**src/rtl/dlx_pkg.sv**
```systemverilog
`default_nettype none
// ============================================================================
// Module      : dlx_pkg
// Description : Shared datapath widths, register-file constants and the
//               write-back scheduler state encoding.
// Revision    : 1.0  initial release
// ============================================================================
package dlx_pkg;

  localparam int XLEN       = 32;
  localparam int REG_ADDR_W = 5;
  localparam logic [REG_ADDR_W-1:0] REG_ZERO = 5'd0;

  typedef enum logic [1:0] {
    IDLE  = 2'd0,
    PEND  = 2'd1,
    DRAIN = 2'd2
  } wb_sched_state_t;

endpackage : dlx_pkg
`default_nettype wire

```
**src/rtl/wb_sched_fifo.sv**
```systemverilog
`default_nettype none
// ============================================================================
// Module      : wb_sched_fifo
// Description : Circular buffer of queued mult/div results. Each entry holds a
//               destination register, data and a live bit that a younger
//               pipeline write to the same register can clear.
// Revision    : 1.0  initial release
// ============================================================================
module wb_sched_fifo
  import dlx_pkg::*;
#(
  parameter int DEPTH = 2
) (
  input  logic                    clk,
  input  logic                    rst_n,
  input  logic                    push,
  input  logic [REG_ADDR_W-1:0]   push_rd,
  input  logic [XLEN-1:0]         push_data,
  input  logic                    pop,
  input  logic                    squash_en,
  input  logic [REG_ADDR_W-1:0]   squash_rd,
  output logic                    head_live,
  output logic [REG_ADDR_W-1:0]   head_rd,
  output logic [XLEN-1:0]         head_data,
  output logic [$clog2(DEPTH):0]  count,
  output logic                    full,
  output logic                    empty
);

  localparam int AW = $clog2(DEPTH);
  localparam int CW = AW + 1;

  logic [REG_ADDR_W-1:0] r_rd   [DEPTH];
  logic [XLEN-1:0]       r_data [DEPTH];
  logic [DEPTH-1:0]      r_live;
  logic [AW-1:0]         r_wptr;
  logic [AW-1:0]         r_rptr;
  logic [CW-1:0]         r_count;

  // Entry storage: a push fills the tail slot; a squash kills older entries with a matching rd.
  always_ff @(posedge clk or negedge rst_n) begin
    if (!rst_n) begin
      r_live <= '0;
      for (int i = 0; i < DEPTH; i++) begin
        r_rd[i]   <= '0;
        r_data[i] <= '0;
      end
    end else begin
      for (int i = 0; i < DEPTH; i++) begin
        if (push && (r_wptr == AW'(i))) begin
          r_live[i] <= 1'b1;
          r_rd[i]   <= push_rd;
          r_data[i] <= push_data;
        end else if (squash_en && (r_rd[i] == squash_rd)) begin
          r_live[i] <= 1'b0;
        end
      end
    end
  end

  // Pointer and occupancy bookkeeping; pointers wrap naturally since DEPTH is a power of two.
  always_ff @(posedge clk or negedge rst_n) begin
    if (!rst_n) begin
      r_wptr  <= '0;
      r_rptr  <= '0;
      r_count <= '0;
    end else begin
      if (push) r_wptr <= r_wptr + 1'b1;
      if (pop)  r_rptr <= r_rptr + 1'b1;
      r_count <= r_count + CW'(push) - CW'(pop);
    end
  end

  assign head_live = r_live[r_rptr];
  assign head_rd   = r_rd[r_rptr];
  assign head_data = r_data[r_rptr];
  assign count     = r_count;
  assign full      = (r_count == CW'(DEPTH));
  assign empty     = (r_count == '0);

endmodule : wb_sched_fifo
`default_nettype wire

```
**src/rtl/wb_port_scheduler.sv**
```systemverilog
`default_nettype none
// ============================================================================
// Module      : wb_port_scheduler
// Description : Shares the single register-file write port between the
//               pipeline write-back path (priority) and queued mult/div
//               results. A starved FIFO head forces a one-cycle pipeline
//               stall so it always drains.
//               Optional: WB_SCHED_BYPASS_EN lets a mult/div result go
//               straight to the write port when the slot is free and the
//               FIFO is empty.
// Revision    : 1.0  initial release
// ============================================================================
module wb_port_scheduler
  import dlx_pkg::*;
#(
  parameter int DEPTH        = 2,
  parameter int STARVE_LIMIT = 4
) (
  input  logic                  clk,
  input  logic                  rst_n,
  input  logic                  wb_valid,
  input  logic [REG_ADDR_W-1:0] wb_rd,
  input  logic [XLEN-1:0]       wb_data,
  input  logic                  md_valid,
  output logic                  md_ready,
  input  logic [REG_ADDR_W-1:0] md_rd,
  input  logic [XLEN-1:0]       md_data,
  output logic                  pipe_stall,
  output logic                  rf_we,
  output logic [REG_ADDR_W-1:0] rf_waddr,
  output logic [XLEN-1:0]       rf_wdata
);

  localparam int CW   = $clog2(DEPTH) + 1;
  localparam int AGEW = $clog2(STARVE_LIMIT + 1);

  wb_sched_state_t       r_state;
  wb_sched_state_t       w_state_next;
  logic [AGEW-1:0]       r_age;
  logic [AGEW-1:0]       w_age_next;
  logic [AGEW-1:0]       w_age_inc;

  logic                  w_full;
  logic                  w_empty;
  logic [CW-1:0]         w_count;
  logic [CW-1:0]         w_count_next;
  logic                  w_head_live;
  logic [REG_ADDR_W-1:0] w_head_rd;
  logic [XLEN-1:0]       w_head_data;

  logic                  w_drain;
  logic                  w_bypass;
  logic                  w_push;
  logic                  w_pop;
  logic                  w_wb_take;
  logic                  w_squash_en;

  logic                  w_sel;
  logic                  w_sel_live;
  logic [REG_ADDR_W-1:0] w_sel_rd;
  logic [XLEN-1:0]       w_sel_data;
  logic                  w_we_next;

  // ---------------------------------------------------------------------------
  // Handshake and slot arbitration
  // ---------------------------------------------------------------------------
  assign md_ready  = !w_full;
  assign w_drain   = (r_state == DRAIN);
  assign w_wb_take = wb_valid && !w_drain;

`ifdef WB_SCHED_BYPASS_EN
  // Free slot with nothing queued: the mult/div result skips the FIFO.
  assign w_bypass = w_empty && !w_drain && !wb_valid && md_valid;
`else
  assign w_bypass = 1'b0;
`endif

  assign w_push       = md_valid && md_ready && !w_bypass;
  assign w_pop        = w_drain || (!wb_valid && !w_empty);
  assign w_squash_en  = w_wb_take && (wb_rd != REG_ZERO);
  assign w_count_next = w_count + CW'(w_push) - CW'(w_pop);
  assign w_age_inc    = r_age + 1'b1;

  wb_sched_fifo #(
    .DEPTH (DEPTH)
  ) u_fifo (
    .clk       (clk),
    .rst_n     (rst_n),
    .push      (w_push),
    .push_rd   (md_rd),
    .push_data (md_data),
    .pop       (w_pop),
    .squash_en (w_squash_en),
    .squash_rd (wb_rd),
    .head_live (w_head_live),
    .head_rd   (w_head_rd),
    .head_data (w_head_data),
    .count     (w_count),
    .full      (w_full),
    .empty     (w_empty)
  );

  // Pick the source that owns this cycle's write slot.
  always_comb begin
    w_sel      = 1'b0;
    w_sel_live = 1'b0;
    w_sel_rd   = '0;
    w_sel_data = '0;
    if (w_pop) begin
      w_sel      = 1'b1;
      w_sel_live = w_head_live;
      w_sel_rd   = w_head_rd;
      w_sel_data = w_head_data;
    end else if (w_wb_take) begin
      w_sel      = 1'b1;
      w_sel_live = 1'b1;
      w_sel_rd   = wb_rd;
      w_sel_data = wb_data;
    end else if (w_bypass) begin
      w_sel      = 1'b1;
      w_sel_live = 1'b1;
      w_sel_rd   = md_rd;
      w_sel_data = md_data;
    end
  end

  // Squashed entries and r0 targets consume their slot but never assert the enable.
  assign w_we_next = w_sel && w_sel_live && (w_sel_rd != REG_ZERO);

  // Registered write port; address and data hold when the slot goes unused.
  always_ff @(posedge clk or negedge rst_n) begin
    if (!rst_n) begin
      rf_we    <= 1'b0;
      rf_waddr <= '0;
      rf_wdata <= '0;
    end else begin
      rf_we <= w_we_next;
      if (w_sel) begin
        rf_waddr <= w_sel_rd;
        rf_wdata <= w_sel_data;
      end
    end
  end

  // ---------------------------------------------------------------------------
  // Starvation FSM and head age counter
  // ---------------------------------------------------------------------------
  // State and age registers.
  always_ff @(posedge clk or negedge rst_n) begin
    if (!rst_n) begin
      r_state <= IDLE;
      r_age   <= '0;
    end else begin
      r_state <= w_state_next;
      r_age   <= w_age_next;
    end
  end

  // Next state: age restarts on every pop; reaching the limit forces one drain cycle.
  always_comb begin
    w_state_next = r_state;
    w_age_next   = r_age;
    pipe_stall   = 1'b0;
    unique case (r_state)
      IDLE: begin
        w_age_next = '0;
        if (w_push) w_state_next = PEND;
      end
      PEND: begin
        if (w_pop) begin
          w_age_next   = '0;
          w_state_next = (w_count_next == '0) ? IDLE : PEND;
        end else if (w_age_inc == AGEW'(STARVE_LIMIT)) begin
          w_age_next   = w_age_inc;
          w_state_next = DRAIN;
        end else begin
          w_age_next = w_age_inc;
        end
      end
      DRAIN: begin
        pipe_stall   = 1'b1;
        w_age_next   = '0;
        w_state_next = (w_count_next == '0) ? IDLE : PEND;
      end
      default: begin
        w_age_next   = '0;
        w_state_next = IDLE;
      end
    endcase
  end

endmodule : wb_port_scheduler
`default_nettype wire

```
**config.mk**
```make
export PLATFORM = sky130hd
export DESIGN_NAME = wb_port_scheduler
export DESIGN_NICKNAME = d
export VERILOG_FILES = /design/src/rtl/dlx_pkg.sv /design/src/rtl/wb_sched_fifo.sv /design/src/rtl/wb_port_scheduler.sv
export SDC_FILE = /design/constraint.sdc
export NUM_CORES = 1
export LEC_CHECK = 0
export BUFFER_PORTS_ARGS = -buffer_cell sky130_fd_sc_hd__buf_2
export CORE_AREA = 5 5 145 147
export DETAILED_ROUTE_END_ITERATION = 12
export DIE_AREA = 0 0 150 152
export PLACE_DENSITY = 0.59
export SETUP_SLACK_MARGIN = 0.2
export SYNTH_ARGS = -nofsm -noshare
export SYNTH_HDL_FRONTEND = slang
export SYNTH_SLANG_ARGS = --single-unit
```
**constraint.sdc**
```tcl
create_clock -name clk -period 4.7 [get_ports clk]
set_input_delay 0.47 -clock clk [delete_from_list [all_inputs] [get_ports clk]]
set_output_delay 0.47 -clock clk [all_outputs]
set_load 0.1 [all_outputs]
```
* Yosys cells after proc, flatten, opt, wreduce, memory -nomap -nowiden
Index checks and enable logic that the tools add are counted.
** Storage, ports and cells
- Word-level logic and storage cells :: 81
- Input bits :: 78
- Output and inout port bits :: 40
- Register bits :: 123
** Operators by class
- Reduce and logical (&&, ||, !) cells :: 23
- Equal/unequal tests :: 8
- Muxes and demuxes :: 27
- Bitwise operators :: 2
- $add $sub $neg :: 5
- $lt $le $gt $ge :: 2
** Operators with widths (number)
- 2-to-1 mux 32 bit :: 5
- 2-to-1 mux 5 bit :: 5
- 2-to-1 mux 1 bit :: 11
- == test 5 bit :: 2
- logical AND 1 bit :: 10
- nonzero test 5 bit :: 2
- logical NOT 2 bit :: 3
- 2-to-1 mux 2 bit :: 3
- 2-to-1 mux 3 bit :: 2
- one-hot mux 2 bit (3 select lines) :: 1
- == test 2 bit (second input constant) :: 2
- logical NOT 1 bit :: 4
- nonzero test 2 bit :: 2
- adder 3 x 1 -> 3 bit (second input constant) :: 1
- == test 3 bit (second input constant) :: 1
- inequality test 3 x 2 -> 1 bit (second input constant) :: 1
- adder 1 bit (second input constant) :: 2
- adder 2 x 1 -> 2 bit :: 1
- == test 2 x 1 -> 1 bit (second input constant) :: 1
- greater-or-equal comparator 2 bit (second input constant) :: 1
- less-than comparator 1 x 2 -> 1 bit (second input constant) :: 1
- inequality test 2 x 1 -> 1 bit (second input constant) :: 1
- inverter 1 -> 2 bit :: 1
- AND reduction 2 bit :: 1
- other kinds (3) :: 3

* Depth between registers and ports, before layout
- Depth in word-level cells :: 9
- Gate-level depth with buffers :: 10
- Depth with buffers taken out :: 10

* By module
From an unflattened synthesis, not the netlist that was laid out.
** Second synthesis, totals
- Cells, all modules :: 399
- Area total of the unflattened synthesis :: 5672.9 µm²
** By module, submodules not included
- wb_sched_fifo :: area an instance 3666.0 µm², cells an instance 233, instances 1, seq. area each 2001.9 µm²
- wb_port_scheduler :: area an instance 2006.9 µm², cells an instance 166, instances 1, seq. area each 1076.0 µm²

* Worst setup path after synthesis
OpenSTA, ideal clock, no wires.
- Kind :: reg2reg
- Start point :: register u_fifo.r_count[0], in the netlist u_fifo.count[0]
- End point :: register r_state[0]
- Data required time :: 4.548 ns
- Buffers on the path :: 0
- Cell stages (with the launch flop) :: 10
- Period minus slack after synthesis :: 2.353 ns
- Slack :: 2.347 ns
- Setup time :: 0.152 ns
- Arrival time :: 2.201 ns
- Path through :: dfrtp_1 > nand2b_2 > nand2_4 > ha_1 > inv_1 > ha_1 > xnor2_1 > xnor2_1 > o311ai_0 > o311ai_0
** Between the ends
- Longest elaborated chain between the ends :: 9
- Elaborated cells between the ends (all ways) :: 16
- Classes of those cells :: add/sub (2); eq/ne (3); mux (3); reduce/logical (8)
** RTL lines
- from (decl) :: line wb_sched_fifo.sv:38 : logic [CW-1:0] r_count;
- from (signal assigned) :: line wb_sched_fifo.sv:70 : r_count <= r_count + CW'(push) - CW'(pop);
- == test 2 bit * :: line wb_sched_fifo.sv:78 : assign full = (r_count == CW'(DEPTH));
- logical NOT 1 bit * :: line wb_port_scheduler.sv:67 : assign md_ready = !w_full;
- named net md_ready :: line wb_port_scheduler.sv:25 : output logic md_ready,
- logical AND 1 bit * :: line wb_port_scheduler.sv:78 : assign w_push = md_valid && md_ready && !w_bypass;
- adder 2 x 1 -> 2 bit * :: line wb_port_scheduler.sv:81 : assign w_count_next = w_count + CW'(w_push) - CW'(w_pop);
- subtractor 2 x 1 -> 2 bit * :: line wb_port_scheduler.sv:81
- named net w_count_next[1] :: line wb_port_scheduler.sv:46 : logic [CW-1:0] w_count_next;
- logical NOT 2 bit * :: line wb_port_scheduler.sv:172, wb_port_scheduler.sv:183
- 2-to-1 mux 1 bit * :: line wb_port_scheduler.sv:172, wb_port_scheduler.sv:183
- 2-to-1 mux 2 bit :: line wb_port_scheduler.sv:170 : if (w_pop) begin
- one-hot mux 2 bit (3 select lines) * :: line wb_port_scheduler.sv:164 : unique case (r_state)
- to (signal assigned) :: line wb_port_scheduler.sv:154 : r_state <= w_state_next;
- to (decl) :: line wb_port_scheduler.sv:37 : wb_sched_state_t r_state;
The timed path passes the listed nets; every way through them passes the cells marked *.
A chain may end at the register's enable or synchronous reset.

* Final worst setup path
- Start point :: register u_fifo.r_count[0], in the netlist u_fifo.count[0]
- End point :: register r_state[0]
** Between the ends
- Longest elaborated chain between the ends :: 9
- Elaborated cells between the ends (all ways) :: 16
- Classes of those cells :: add/sub (2); eq/ne (3); mux (3); reduce/logical (8)
** RTL lines (line)
- == test 2 bit or logical NOT 2 bit (tied branches) :: wb_sched_fifo.sv:78, wb_sched_fifo.sv:79
- logical NOT 1 bit, on equally long branches :: wb_port_scheduler.sv:67, wb_port_scheduler.sv:79
- logical AND 1 bit, on equally long branches :: wb_port_scheduler.sv:78, wb_port_scheduler.sv:79
- adder 2 x 1 -> 2 bit or logical OR 1 bit (tied branches) :: wb_port_scheduler.sv:81, wb_port_scheduler.sv:79
- subtractor 2 x 1 -> 2 bit * :: wb_port_scheduler.sv:81
- named net w_count_next[1] :: wb_port_scheduler.sv:46
- logical NOT 2 bit * :: wb_port_scheduler.sv:172, wb_port_scheduler.sv:183
- 2-to-1 mux 1 bit * :: wb_port_scheduler.sv:172, wb_port_scheduler.sv:183
- 2-to-1 mux 2 bit :: wb_port_scheduler.sv:170
- one-hot mux 2 bit (3 select lines) * :: wb_port_scheduler.sv:164
Marks and branches as above.

==> metrics <==
status completed; Final Slew Violations 0; Power Total 6.20 mW; Final #Nets 627; final worst slack 2.05 ns; final WL 15,100 um; cts hold-fix bufs 0; Initial Util 29.0%; # rows 52; Initial DRC Count 152; Tcrit/Tclk final 56.5%; routed len/inst 18.2 um; Synth top area share 53.6%; worst setup path class register to register; post-CTS resize count 0; syn_nets 519; WP data arrival 2.92 ns; vias in the first global route 4,396; DR vias 4,037; die area 22,800 um2; Worst-Skew Late Latency 0.41 ns; Hold Vio Cnt, Final 0; CTS tree yes; Seq/Total Area, Yosys 53.6%; core area 19,800 um2; grt total ovfl 0; DRT antenna net count 0; Post-Synthesis Cells 437; Post CTS Setup Buffer Count 0; largest net degree at the start of global routing 80; Yosys top cell by area dfrtp_1; worst vdd ir 0.575 mV; # diodes 0; H-tree depth 4; final core occ 36.4%; Worst setup SP type register; post-synthesis cell type count 37; reg2reg setup slack 2.05 ns; Min-Delay Path Class input port to asynchronous set/reset pin; quantity of I/O buffers inserted on ports 117; GP Congestion 0.849; IO Pins 118; dpl ws 2.07 ns; Worst R2R Path Depth 10; Slew @ Worst Pin 1.04 ns; Avg Inst Size Synth 13.1 um2; first-pass GRT wire length 24,100 um; CP endpoint kind register; total number of yosys warnings 0; reg-to-reg endpoint r_state[0]$_DFFE_PN0P_; CTS Sinks 123; Syn-to-layout area delta 25.2%; Worst-path clk slew 0.06 ns; setup TNS 0 ns; drt drc 0; vias per cell 4.88; worst-path fanout max 10; skew final 0.00824 ns; cell area power density 862 nW/um2; Cell Area, Synth 5740 um2; initial antenna violation count 0; TritonCTS buffer count 17; RR Startpoint u_fifo.count[0]$_DFF_PN0_; Yosys reg bits 123; leak pwr 3.21 nW; final setup fails 0; drt first pass iters 4; CTS root buffer clkbuf_16; MaxCap Viol Count 0; hpwl dp 10,000 um; All-Layer GR Usage 13.6%; Final min period 2.65 ns; max_slew headroom 31.0%; Area contributors post-synth dfrtp_1, mux2_2, mux2i_1; maximum buffer depth of the clock tree 2; Max Clock Freq 377 MHz; layout cells sized above 1 42.5%; Die Height 152 um; WP data required 4.96 ns; RSZ-0062 raised after global routing no; die width 150 um
-- cell usage after synthesis, drive strengths merged --
cell    instances
and2            1
o41ai           2
a21oi          38
o22ai          37
mux2i          37
xnor2          10
inv             3
and3            2
clkbuf          8
buf            28
nand2b          2
o21bai          1
mux2           75
nor2b           1
nand2           5
nand3           4
nor4            1
o21ai           2
a211oi          1
or4             1
nor4b          38
nor2            4
o211ai          2
dfrtp         123
o311ai          2
xor2            5
ha              4
-- cell families (layout without fill, tap and decap cells) --
group	after synthesis	after routing	share of synthesized area, %
buffers and inverters	39	160	3.96
xor gates and xnor gates	15	15	2.29
AOI/OAI and AO/OA	85	85	8.73
muxes	112	112	22.4
adders and majority gates	4	4	0.871
DFF	123	123	53.6
and+or+nand+nor	59	59	8.17
-- flip-flops by register name, indices dropped and copies added (netlist names) --
| register | flops |
|---|---|
| u_fifo.r_wptr | 1 |
| r_age | 3 |
| rf_wdata | 32 |
| u_fifo.r_live | 2 |
| rf_waddr | 5 |
| rf_we | 1 |
| u_fifo.r_data | 64 |
| u_fifo.r_rptr | 1 |
| u_fifo.count | 2 |
| r_state | 2 |
| u_fifo.r_rd | 10 |
-- cells in the final DEF (no fill, tap or decap), drive strengths merged, types with 3 or more instances in the layout --
cell        n
a21oi      38
buf       125
bufinv      6
clkbuf     20
clkinv      3
clkinvlp    3
dfrtp     123
ha          4
inv         3
mux2       75
mux2i      37
nand2       5
nand3       4
nor2        4
nor4b      38
o22ai      37
xnor2      10
xor2        5
-- through the flow --
step | cells | hold WS, ns | instance area [um2]
global route | 828 | 0.286 | 7190
CTS | 828 | 0.260 | 7190
detailed placement | 796 | 0.470 | 6520
finish | 828 | 0.227 | 7190
global placement | 796 | 0.448 | 6520
floorplan | 437 | 0.174 | 5740
-- critical path: stages (launching register included) --
cell and delay, ns:
dfrtp_1 0.49, o21bai_1 0.40, and2_2 0.23, inv_1 0.07, ha_1 0.27, inv_1 0.04, ha_1 0.18, xnor2_1 0.19
xnor2_1 0.12, o311ai_0 0.32, o311ai_0 0.20
-- worst max path at each step --
stage	from	to	slack, ns
2_1_floorplan	u_fifo.count[0]$_DFF_PN0_	r_state[0]$_DFFE_PN0P_	2.35
3_3_place_gp	u_fifo.count[0]$_DFF_PN0_	r_state[0]$_DFFE_PN0P_	2.25
3_5_place_dp	u_fifo.count[0]$_DFF_PN0_	r_state[0]$_DFFE_PN0P_	2.07
4_1_cts	u_fifo.count[0]$_DFF_PN0_	r_state[0]$_DFFE_PN0P_	2.07
5_1_grt	u_fifo.count[0]$_DFF_PN0_	r_state[0]$_DFFE_PN0P_	1.92
6_report	u_fifo.count[0]$_DFF_PN0_	r_state[0]$_DFFE_PN0P_	2.05
-- power breakdown --
group          switching (mW)  internal (mW)
Clock                   0.467           1.02
Sequential              0.365           1.57
Combinational            1.85          0.923
-- area by class of cell --
cell class / instances / area [um2]
Fill cell: 1939 / 12600
Sequential cell: 123 / 3080
Multi-Input combinational cell: 275 / 2440
Timing Repair Buffer: 125 / 648
Clock buffer: 20 / 457
Tap cell: 270 / 338
Clock inverter: 12 / 218
Inverter: 3 / 11.3
-- routing by layer --
metal,vias up,track usage [%],part of all wire [%]
li1,1855,-,-
met1,2043,17.6,44
met2,128,22.3,49
met3,11,3.81,6.8
met4,0,3.53,0.87
met5,-,0,0
No activity file was read; power rests on OpenSTA's default activity.
